--- src/rtl/serial_adder_pkg.sv ---
// ---------------------------------------------------------------------------
// serial_adder_pkg
//
// Purpose: shared types and helpers for the serial adder slice of the tile.
//   - state_t   : controller states (IDLE, RUN, DONE)
//   - cntWidth  : width of the digit counter, clog2(WIDTH/DIGIT), at least 1
//
// Ports: none (package).
// Optional feature macro used elsewhere in this block: SERIAL_ADDER_SUB_EN.
// ---------------------------------------------------------------------------
package serial_adder_pkg;

    typedef enum logic [1:0] {
        IDLE = 2'd0,
        RUN  = 2'd1,
        DONE = 2'd2
    } state_t;

    // A single-digit configuration (DIGIT == WIDTH) still needs a one-bit
    // counter so the counter declaration never collapses to zero width.
    function automatic int cntWidth(input int width, input int digit);
        int w;
        w = $clog2(width / digit);
        if (w < 1) begin
            w = 1;
        end
        return w;
    endfunction

endpackage

--- src/rtl/serial_adder_fsm_if.sv ---
// ---------------------------------------------------------------------------
// serial_adder_fsm_if
//
// Purpose: groups the start/busy/done handshake and the operand/result bus
// of serial_adder_fsm into one bundle.
//
// Signals:
//   start_i  request a new operation (sampled by the adder only in IDLE)
//   a_i      operand A, WIDTH bits
//   b_i      operand B, WIDTH bits
//   cin_i    carry-in
//   sub_i    subtract request (only when SERIAL_ADDER_SUB_EN is defined)
//   busy_o   high while the adder is running
//   done_o   one-cycle pulse when a new result is valid
//   sum_o    registered result, WIDTH bits
//   cout_o   registered carry-out
//
// Modports: master (requester side), slave (the adder).
// Optional feature macro: SERIAL_ADDER_SUB_EN adds sub_i.
// ---------------------------------------------------------------------------
interface serial_adder_fsm_if #(
    parameter int WIDTH = 8
);

    logic             start_i;
    logic [WIDTH-1:0] a_i;
    logic [WIDTH-1:0] b_i;
    logic             cin_i;
`ifdef SERIAL_ADDER_SUB_EN
    logic             sub_i;
`endif
    logic             busy_o;
    logic             done_o;
    logic [WIDTH-1:0] sum_o;
    logic             cout_o;

`ifdef SERIAL_ADDER_SUB_EN
    modport master (
        output start_i, a_i, b_i, cin_i, sub_i,
        input  busy_o, done_o, sum_o, cout_o
    );

    modport slave (
        input  start_i, a_i, b_i, cin_i, sub_i,
        output busy_o, done_o, sum_o, cout_o
    );
`else
    modport master (
        output start_i, a_i, b_i, cin_i,
        input  busy_o, done_o, sum_o, cout_o
    );

    modport slave (
        input  start_i, a_i, b_i, cin_i,
        output busy_o, done_o, sum_o, cout_o
    );
`endif

endinterface

--- src/rtl/serial_adder_slice.sv ---
// ---------------------------------------------------------------------------
// serial_adder_slice
//
// Purpose: combinational DIGIT-bit ripple adder. Each bit position is a pair
// of half adders (a^b, then that propagate term with the incoming carry),
// with the two half-adder carries ORed into the next position.
//
// Ports:
//   a     input  DIGIT  addend digit
//   b     input  DIGIT  addend digit
//   cin   input  1      carry into bit 0
//   s     output DIGIT  sum digit
//   cout  output 1      carry out of the top bit
// ---------------------------------------------------------------------------
module serial_adder_slice #(
    parameter int DIGIT = 1
) (
    input  logic [DIGIT-1:0] a,
    input  logic [DIGIT-1:0] b,
    input  logic             cin,
    output logic [DIGIT-1:0] s,
    output logic             cout
);

    // Ripple the carry through the digit with a running variable rather than
    // a carry vector, so the chain reads as one sequential evaluation.
    always_comb begin
        logic w_carry;
        logic w_prop;
        logic w_gen;
        s       = '0;
        w_carry = cin;
        w_prop  = 1'b0;
        w_gen   = 1'b0;
        for (int i = 0; i < DIGIT; i++) begin
            w_prop  = a[i] ^ b[i];
            w_gen   = a[i] & b[i];
            s[i]    = w_prop ^ w_carry;
            w_carry = w_gen | (w_prop & w_carry);
        end
        cout = w_carry;
    end

endmodule

--- src/rtl/serial_adder_fsm.sv ---
// ---------------------------------------------------------------------------
// serial_adder_fsm
//
// Purpose: multi-cycle adder that processes DIGIT bits per clock, LSB first,
// using one serial_adder_slice and a registered carry. A start accepted in
// IDLE captures the operands; N = WIDTH/DIGIT RUN cycles later the result is
// loaded into sum_o/cout_o and done_o pulses for one cycle.
//
// Ports:
//   clk    input  1   system clock, rising edge
//   rst_n  input  1   asynchronous active-low reset
//   bus    serial_adder_fsm_if.slave  handshake, operands and result
//
// Parameters: WIDTH (>= 2), DIGIT (WIDTH must be a multiple of DIGIT).
// Optional feature macro: SERIAL_ADDER_SUB_EN -- when defined, sub_i=1
// captures ~B and forces the initial carry to 1, giving A - B with
// cout_o=1 meaning no borrow.
// ---------------------------------------------------------------------------
module serial_adder_fsm
    import serial_adder_pkg::*;
#(
    parameter int WIDTH = 8,
    parameter int DIGIT = 1
) (
    input  logic              clk,
    input  logic              rst_n,
    serial_adder_fsm_if.slave bus
);

    localparam int N  = WIDTH / DIGIT;
    localparam int CW = cntWidth(WIDTH, DIGIT);
    localparam logic [CW-1:0] LAST = CW'(N - 1);

    state_t           r_state;
    state_t           w_nextState;
    logic [WIDTH-1:0] r_aShift;
    logic [WIDTH-1:0] r_bShift;
    logic [WIDTH-1:0] r_partial;
    logic [WIDTH-1:0] r_sum;
    logic             r_carry;
    logic             r_cout;
    logic [CW-1:0]    r_count;
    logic [DIGIT-1:0] w_sliceSum;
    logic             w_sliceCout;
    logic [WIDTH-1:0] w_partialNext;
    logic             w_load;
    logic             w_lastDigit;
    logic [WIDTH-1:0] w_bCapture;
    logic             w_carryCapture;

    serial_adder_slice #(
        .DIGIT (DIGIT)
    ) u_slice (
        .a    (r_aShift[DIGIT-1:0]),
        .b    (r_bShift[DIGIT-1:0]),
        .cin  (r_carry),
        .s    (w_sliceSum),
        .cout (w_sliceCout)
    );

    // New sum digits enter at the MSB end so that after N shifts the first
    // digit computed has reached bit 0. With a single digit the slice output
    // is the whole result.
    generate
        if (DIGIT == WIDTH) begin : g_singleDigit
            assign w_partialNext = w_sliceSum;
        end else begin : g_multiDigit
            assign w_partialNext = {w_sliceSum, r_partial[WIDTH-1:DIGIT]};
        end
    endgenerate

    // Subtraction is A + ~B + 1, so the operand inversion and forced carry
    // happen once at capture and the RUN datapath is identical for both.
`ifdef SERIAL_ADDER_SUB_EN
    assign w_bCapture     = bus.sub_i ? ~bus.b_i : bus.b_i;
    assign w_carryCapture = bus.sub_i ? 1'b1 : bus.cin_i;
`else
    assign w_bCapture     = bus.b_i;
    assign w_carryCapture = bus.cin_i;
`endif

    assign w_lastDigit = (r_state == RUN) && (r_count == LAST);

    // State register.
    always_ff @(posedge clk or negedge rst_n) begin
        if (!rst_n) begin
            r_state <= IDLE;
        end else begin
            r_state <= w_nextState;
        end
    end

    // Next-state decode. Start is only looked at in IDLE, so a start during
    // RUN or DONE is simply dropped.
    always_comb begin
        w_nextState = r_state;
        w_load      = 1'b0;
        case (r_state)
            IDLE: begin
                if (bus.start_i) begin
                    w_nextState = RUN;
                    w_load      = 1'b1;
                end
            end
            RUN: begin
                if (w_lastDigit) begin
                    w_nextState = DONE;
                end
            end
            DONE: begin
                w_nextState = IDLE;
            end
            default: begin
                w_nextState = IDLE;
            end
        endcase
    end

    // Datapath: capture on the accepted start, then one digit per RUN cycle.
    // The visible result registers move only on the last digit, so a later
    // operation never disturbs sum_o/cout_o until it completes.
    always_ff @(posedge clk or negedge rst_n) begin
        if (!rst_n) begin
            r_aShift  <= '0;
            r_bShift  <= '0;
            r_partial <= '0;
            r_carry   <= 1'b0;
            r_count   <= '0;
            r_sum     <= '0;
            r_cout    <= 1'b0;
        end else if (w_load) begin
            r_aShift  <= bus.a_i;
            r_bShift  <= w_bCapture;
            r_partial <= '0;
            r_carry   <= w_carryCapture;
            r_count   <= '0;
        end else if (r_state == RUN) begin
            r_aShift  <= r_aShift >> DIGIT;
            r_bShift  <= r_bShift >> DIGIT;
            r_partial <= w_partialNext;
            r_carry   <= w_sliceCout;
            r_count   <= r_count + 1'b1;
            if (w_lastDigit) begin
                r_sum  <= w_partialNext;
                r_cout <= w_sliceCout;
            end
        end
    end

    assign bus.busy_o = (r_state == RUN);
    assign bus.done_o = (r_state == DONE);
    assign bus.sum_o  = r_sum;
    assign bus.cout_o = r_cout;

endmodule

--- src/flat_wrapper.sv ---
// flat-port wrapper written by rule: the top's interface ports become plain ports
module serial_adder_fsm_flat import serial_adder_pkg::*;
#(
    parameter int WIDTH = 8,
    parameter int DIGIT = 1
)
  (clk, rst_n, bus_start_i, bus_a_i, bus_b_i, bus_cin_i, bus_busy_o, bus_done_o, bus_sum_o, bus_cout_o);
  serial_adder_fsm_if #(.WIDTH(WIDTH)) bus_i ();
  input  logic clk;
  input  logic rst_n;
  input wire logic [$bits(bus_i.start_i)-1:0] bus_start_i;
  input wire logic [$bits(bus_i.a_i)-1:0] bus_a_i;
  input wire logic [$bits(bus_i.b_i)-1:0] bus_b_i;
  input wire logic [$bits(bus_i.cin_i)-1:0] bus_cin_i;
  output wire logic [$bits(bus_i.busy_o)-1:0] bus_busy_o;
  output wire logic [$bits(bus_i.done_o)-1:0] bus_done_o;
  output wire logic [$bits(bus_i.sum_o)-1:0] bus_sum_o;
  output wire logic [$bits(bus_i.cout_o)-1:0] bus_cout_o;
  assign bus_i.start_i = bus_start_i;
  assign bus_i.a_i = bus_a_i;
  assign bus_i.b_i = bus_b_i;
  assign bus_i.cin_i = bus_cin_i;
  assign bus_busy_o = bus_i.busy_o;
  assign bus_done_o = bus_i.done_o;
  assign bus_sum_o = bus_i.sum_o;
  assign bus_cout_o = bus_i.cout_o;
  serial_adder_fsm #(.WIDTH(WIDTH), .DIGIT(DIGIT)) u_core (.clk(clk), .rst_n(rst_n), .bus(bus_i));
endmodule
--- config.mk ---
export PLATFORM = sky130hd
export DESIGN_NAME = serial_adder_fsm_flat
export DESIGN_NICKNAME = d
export VERILOG_FILES = /design/src/rtl/serial_adder_pkg.sv /design/src/rtl/serial_adder_fsm_if.sv /design/src/rtl/serial_adder_slice.sv /design/src/rtl/serial_adder_fsm.sv /design/src/flat_wrapper.sv
export SDC_FILE = /design/constraint.sdc
export NUM_CORES = 1
export LEC_CHECK = 0
export CAP_MARGIN = 10
export CORE_ASPECT_RATIO = 0.9
export CORE_MARGIN = 2
export CORE_UTILIZATION = 50
export CTS_BUF_LIST = sky130_fd_sc_hd__clkbuf_2 sky130_fd_sc_hd__clkbuf_4 sky130_fd_sc_hd__clkbuf_8
export CTS_CLUSTER_DIAMETER = 120
export CTS_CLUSTER_SIZE = 25
export DETAILED_ROUTE_END_ITERATION = 12
export MAX_ROUTING_LAYER = met4
export PLACE_DENSITY = 0.88
export SLEW_MARGIN = 20
export SYNTH_ARGS = -nofsm -noshare
export SYNTH_HDL_FRONTEND = slang
export SYNTH_SLANG_ARGS = --single-unit
--- constraint.sdc ---
create_clock -name clk -period 1.6 [get_ports clk]
set_input_delay 0.32 -clock clk [delete_from_list [all_inputs] [get_ports clk]]
set_output_delay 0.32 -clock clk [all_outputs]
set_load 0.005 [all_outputs]
Word level (Yosys, flattened, before mapping). Index checks and enable logic that the tools add are counted. W data, S select, Z words.

Register bits after elaboration: 39. Bits of input ports: 20. Output and inout port bits: 11. Word-level logic and storage cells: 40.

Add/sub/neg operators: 1. Equality and inequality tests: 5. Mux-type cells: 15. Bitwise gates (word level): 6. Reduce and logical (&&, ||, !) cells: 5.

Operator list (number): $mux W8 (6); $mux W3 (2); $mux W1 (4); $mux W2 (2); $pmux W2 S2 (1); $add A3 B1 Y3 const B (1); $eq A3 B3 Y1 const B (1); $reduce_and A3 Y1 (1); $and A1 B1 Y1 (2); $eq A2 B1 Y1 const B (1); $eq A2 B2 Y1 const B (1); $logic_not A2 Y1 (1); $ne A2 B1 Y1 const B (1); $ne A2 B2 Y1 const B (1); $reduce_and A2 Y1 (1); $reduce_bool A2 Y1 (1); $xor A1 B1 Y1 (2); $logic_and A1 B1 Y1 (1); $not A1 Y1 (1); $or A1 B1 Y1 (1).

Longest topological paths before layout.
Depth after elaboration: 5. Gate-level depth with buffers: 5. Mapped depth without buffers: 4.

Hierarchy. A second synthesis with hierarchy kept.

Cell total of the unflattened synthesis: 148. Area, all modules: 1724.2 sq um.

Modules (own cells, without submodules): serial_adder_fsm (times used 1, cells each 147, area an instance 1704.1 sq um, seq. area each 950.9 sq um); serial_adder_slice (times used 1, cells each 1, area an instance 20.0 sq um, seq. area each 0.0 sq um).

Worst setup path before layout. Ideal clock, no wire load.

Kind: register to register. From: register u_core.r_count[0]. To: register u_core.r_cout (netlist: u_core.bus.cout_o). Library setup time: 125 ps. Arrival time: 1229 ps. Required time: 1475 ps. Slack: 246 ps. Stages on the path, launching flop included: 5. Path buffers: 0. Period minus slack after synthesis: 1354 ps. Cell sequence: dfrtp_1 > ha_1 > ha_1 > nand2_8 > mux2_4.

Longest elaborated chain between the ends: 3.

Ends and longest elaborated chain: from (decl) (RTL line serial_adder_fsm.sv:42) `logic [CW-1:0] r_count;`; from (signal assigned) (RTL line serial_adder_fsm.sv:142) `r_count <= r_count + 1'b1;`; $eq A3 B3 Y1 (RTL line serial_adder_fsm.sv:82) `assign w_lastDigit = (r_state == RUN) && (r_count == LAST);`; $logic_and A1 B1 Y1 (RTL line serial_adder_fsm.sv:82); $reduce_and A3 Y1 (no line); to (signal assigned) (RTL line serial_adder_fsm.sv:145) `r_cout <= w_sliceCout;`; to (decl) (RTL line serial_adder_fsm.sv:41) `logic r_cout;`.

Every way passes these cells. A chain may end at the register's enable or synchronous reset.

Worst setup path in the final report.
From: register u_core.r_sum[4] (netlist: u_core.bus.sum_o[4]). To: output port bus_sum_o[4].

RTL lines: from (decl) (RTL line serial_adder_fsm.sv:39) `logic [WIDTH-1:0] r_sum;`; from (signal assigned) (RTL line serial_adder_fsm.sv:144) `r_sum <= w_partialNext;`; to (decl) (RTL line flat_wrapper.sv:17) `output wire logic [$bits(bus_i.sum_o)-1:0] bus_sum_o;`.

No word-level cell between the ends.

==> results by stage <==
Run status:
- The run finished with clean final reports.

Cells and area:
- The number of nets in the finished design is 189.
- Once layout is complete, the cells apart from fillers number 208.
- The area growth from synthesis to layout is 25.9%.
- Cells with a size suffix above 1 make up 18.7% of the layout.
- After routing the design area is 2080 um2.
- The number of filler cells placed in the layout is 245.
- The number of antenna cells inserted is 0.

Critical path:
- The type of origin of the critical path is a register.
- In this run the register-to-register setup slack is 0.14 ns.
- For this run, the slowest stage of the critical path takes 0.50 ns.
- The depth of the most critical reg-to-reg path is 6.
- The type of the setup path with the least slack is register to output pin.
- In this run the number of cells on the critical path is 1.
- Among all stages on the critical path, the largest delay is contributed by sky130_fd_sc_hd__clkdlybuf4s50_1.
- The critical path capture point type is an output pin.
- Traced cell by cell, the critical path runs through clkdlybuf4s50_1.
- The launch instance of the worst register-to-register path is u_core.r_state[1].
- In this design, the largest share of critical-path delay is due to buffers and inverters.
- The data arrival time of the worst path is 1.20 ns.
- The buffering stage count on the worst path with inverters included is 1.
- In this run the worst path has a maximum fanout of 2.
- Data on the critical path is required at its endpoint by 1.28 ns.
- The end of the worst register-to-register path is u_core.bus.sum_o[7].

Timing:
- After layout, the minimum clock period comes to 1.52 ns.
- Clock skew on the completed layout was measured at 0.00717 ns.
- The actual transition at the worst max-transition pin is 0.456 ns.
- The post-route setup TNS is 0 ns.
- The final number of hold-violating endpoints is 0.
- Of the available clock period, the critical path in the final layout requires 95.0%.
- Setup repair after global routing left no endpoint under its margin.
- Based on the critical path, the design can be clocked at up to 658 MHz.
- Hold is met by 0.358 ns.
- The final-report max-slew violation count is 0.
- Setup violations remaining at the end of the flow were counted as 0.
- The relative max-transition margin is 69.6%.

Clocking:
- The tree built by TritonCTS fans out to 38 sinks.
- The deepest clock path buffer count is 2.
- The level count of the clock H-tree is 2.
- The CTS clock-pin slew for the worst setup and hold paths is 0.10 ns.
- The total CTS buffers is 5.
- The CTS tree is built.
- The number of buffers added to fix hold violations after cts is 0.
- The clock root buffer master is sky130_fd_sc_hd__clkbuf_4.
- The clock reaches the later pin of the worst-skew pair after 0.33 ns.

Global routing:
- The number of antenna violations at the first check in global routing is 0.
- Global routing used 19.5% of the available tracks across all layers.
- The via count of the first global-routing pass is 1,185.
- The wire length of the first global-routing pass is 5450 um.
- The total overflow left after global routing is 0.
- The maximum number of pins on one net before global-route repair is 39.

Power and ir drop:
- Per report_power, the clock group accounts for 12.6% of the total.
- Sequential cells account for 44.7% of the total power.
- The analysis attributes to net switching a power of 0.00126 W.
- The reported leakage power is 0.940 nW.
- Dividing total power by cell area gives a power density of 1840 nW/um2.
- The maximum resistive drop on vdd is 0.000943 V.
- The switching fraction of total power is 33.0%.
- The cell-internal power is 0.00256 W.
- The relative contribution of combinational cells to total power is 42.7%.
- After layout, the design draws a total of 0.00382 W.

Floorplanning:
- The total area inside the core boundary comes to 3090 um2.
- For this configuration, the core starts out at a cell density of 53.4%.
- The die is 64.5 um wide.
- The floorplan step set the die height to 58.5 um.
- For this design the top-level I/O count stands at 31.
- The floorplan step defined a die boundary enclosing 3770 um2.
- Row generation in the floorplan step produced 19 rows.

Route:
- The routed via count is 1,209.
- The per-cell via count in the routed design is 5.81.
- In this run, the number of DRC markers left after iteration 0 of detailed routing was 43.
- The remaining antenna violation count after routing is 0.
- Before antenna repair, the detailed router went through 4 iterations.
- The number of remaining DRC errors is 0.
- The routed wirelength normalized by instance count is 15.5 um.
- The routed wire length is 3230 um.

Logic synthesis:
- During synthesis, Yosys emitted a total of 0 warnings.
- The cell count after synthesis is 127.
- The flip-flop and latch count after synthesis is 38.
- After synthesis the cells add up to 1650 um2.
- The sequential element share of the synthesized area is 57.7%.
- Dividing the synthesized area by the synthesized cell count gives 13.0 um2.
- The number of nets produced by synthesis is 150.
- The number of distinct library cells after synthesis is 23.

Hold path:
- The worst min-delay path class is input pin to asynchronous set/reset pin.

Place:
- After detailed placement, the total cell area comes to 2010 um2.
- Input and output buffers added on the ports amount to 30.
- The routability-driven placement congestion ratio is 0.857.
- The wire-length estimate of the detail-placed layout is 2250 um.
- The number of cells after detailed placement is 198.

Flow run:
- The tool flagged a number of max-cap violations equal to 0.
[cell usage after synthesis]
| cell | number | area share [%] |
|---|---|---|
| sky130_fd_sc_hd__a22o_1 | 9 | 4.8 |
| sky130_fd_sc_hd__nand2_8 | 1 | 1.2 |
| sky130_fd_sc_hd__buf_6 | 2 | 1.4 |
| sky130_fd_sc_hd__mux2_4 | 9 | 8.2 |
| sky130_fd_sc_hd__o31ai_1 | 1 | 0.46 |
| sky130_fd_sc_hd__dfrtp_1 | 38 | 58 |
| sky130_fd_sc_hd__fa_1 | 1 | 1.2 |
| sky130_fd_sc_hd__o21ai_0 | 2 | 0.61 |
| sky130_fd_sc_hd__nand2b_1 | 2 | 0.76 |
| sky130_fd_sc_hd__o22ai_1 | 24 | 9.1 |
| sky130_fd_sc_hd__o21bai_1 | 1 | 0.46 |
| sky130_fd_sc_hd__a2bb2oi_1 | 6 | 3.2 |
| sky130_fd_sc_hd__nand2_1 | 1 | 0.23 |
| sky130_fd_sc_hd__nor2_2 | 1 | 0.38 |
| sky130_fd_sc_hd__buf_2 | 3 | 0.91 |
| sky130_fd_sc_hd__nand2b_4 | 1 | 0.83 |
| sky130_fd_sc_hd__inv_4 | 1 | 0.38 |
| sky130_fd_sc_hd__a21oi_1 | 10 | 3.0 |
| sky130_fd_sc_hd__nor2_1 | 2 | 0.46 |
| sky130_fd_sc_hd__o32ai_1 | 1 | 0.53 |
| sky130_fd_sc_hd__inv_1 | 6 | 1.4 |
| sky130_fd_sc_hd__ha_1 | 2 | 1.5 |
| sky130_fd_sc_hd__buf_4 | 3 | 1.4 |
[placed cells by master, fill, tap and decap left out, types with 2 or more instances in the layout]
master,synthesis,layout
sky130_fd_sc_hd__nor2_1,2,2
sky130_fd_sc_hd__mux2_4,9,9
sky130_fd_sc_hd__ha_1,2,2
sky130_fd_sc_hd__a21oi_1,10,10
sky130_fd_sc_hd__nand2b_1,2,2
sky130_fd_sc_hd__buf_4,3,9
sky130_fd_sc_hd__a2bb2oi_1,6,6
sky130_fd_sc_hd__clkdlybuf4s50_1,0,28
sky130_fd_sc_hd__o22ai_1,24,24
sky130_fd_sc_hd__inv_1,6,6
sky130_fd_sc_hd__o21ai_0,2,2
sky130_fd_sc_hd__clkbuf_4,0,7
sky130_fd_sc_hd__a22o_1,9,9
sky130_fd_sc_hd__dfrtp_1,38,38
[registers in the layout (all words and copies together) (netlist names)]
| register | cells |
|---|---|
| u_core.bus.sum_o | 8 |
| u_core.r_aShift | 8 |
| u_core.r_state | 2 |
| u_core.bus.cout_o | 1 |
| u_core.r_bShift | 8 |
| u_core.r_count | 3 |
| u_core.r_partial | 7 |
| u_core.r_carry | 1 |
[metal layers]
metal  vias to the layer above  track usage, %  part of all wire [%]
li1                        561               -                     -
met1                       593            25.3                    45
met2                        51            31.3                    48
met3                         4            5.16                   5.6
met4                         0            4.56                   1.1
met5                         -               -                     0
[logic make-up after synthesis]
kind of cell / share of synthesized area (%)
compound gates: 22.2
fa+ha+maj: 2.73
buf+inv: 5.39
flops: 57.7
mux: 8.19
simple gates: 3.87
[timing repair]
action	in CTS	in global routing
setup buffers	3	0
gates resized for setup	3	1
setup endpoints to repair	2	1
gates cloned	0	0
[how the worst max path moves through the flow]
stage,startpoint,endpoint,slack (ns)
6_report,u_core.bus.sum_o[4],bus_sum_o[4],0.08
5_1_grt,u_core.bus.cout_o,bus_cout_o,0.01
4_1_cts,u_core.r_state[1],bus_busy_o,0.02
3_5_place_dp,bus_start_i,u_core.r_aShift[0],0.002
3_3_place_gp,bus_start_i,u_core.r_bShift[0],0.11
2_1_floorplan,u_core.r_count[0],u_core.bus.cout_o,0.25
[power groups by stage]
| stage | registers (W) | logic, W | clock network [W] |
|---|---|---|---|
| after global placement | 0.00169 | 0.00153 | 0 |
| after floorplan | 0.00164 | 0.00114 | 0 |
| after detailed placement | 0.00173 | 0.00160 | 0 |
| after CTS | 0.00170 | 0.00164 | 0.000498 |
| final | 0.00171 | 0.00163 | 0.000482 |
| after global routing | 0.00175 | 0.00177 | 0.000554 |
[metrics by stage]
step,setup slack [ns],util (%)
global route,0.0110,67.2
floorplan,0.246,-
finish,0.0797,67.2
global placement,0.105,64.9
CTS,0.0154,67.3
detailed placement,0.00156,64.9
[final cells by class]
class | instances | area (um2) | share of cell area [%]
tap | 42 | 52.6 | 2.53
clock buffer | 7 | 52.6 | 2.53
timing repair buffer | 40 | 382 | 18.4
inverter | 7 | 28.8 | 1.39
multi-input combinational | 74 | 609 | 29.4
sequential | 38 | 951 | 45.8
Note: power is estimated with default switching activity, not from simulation.
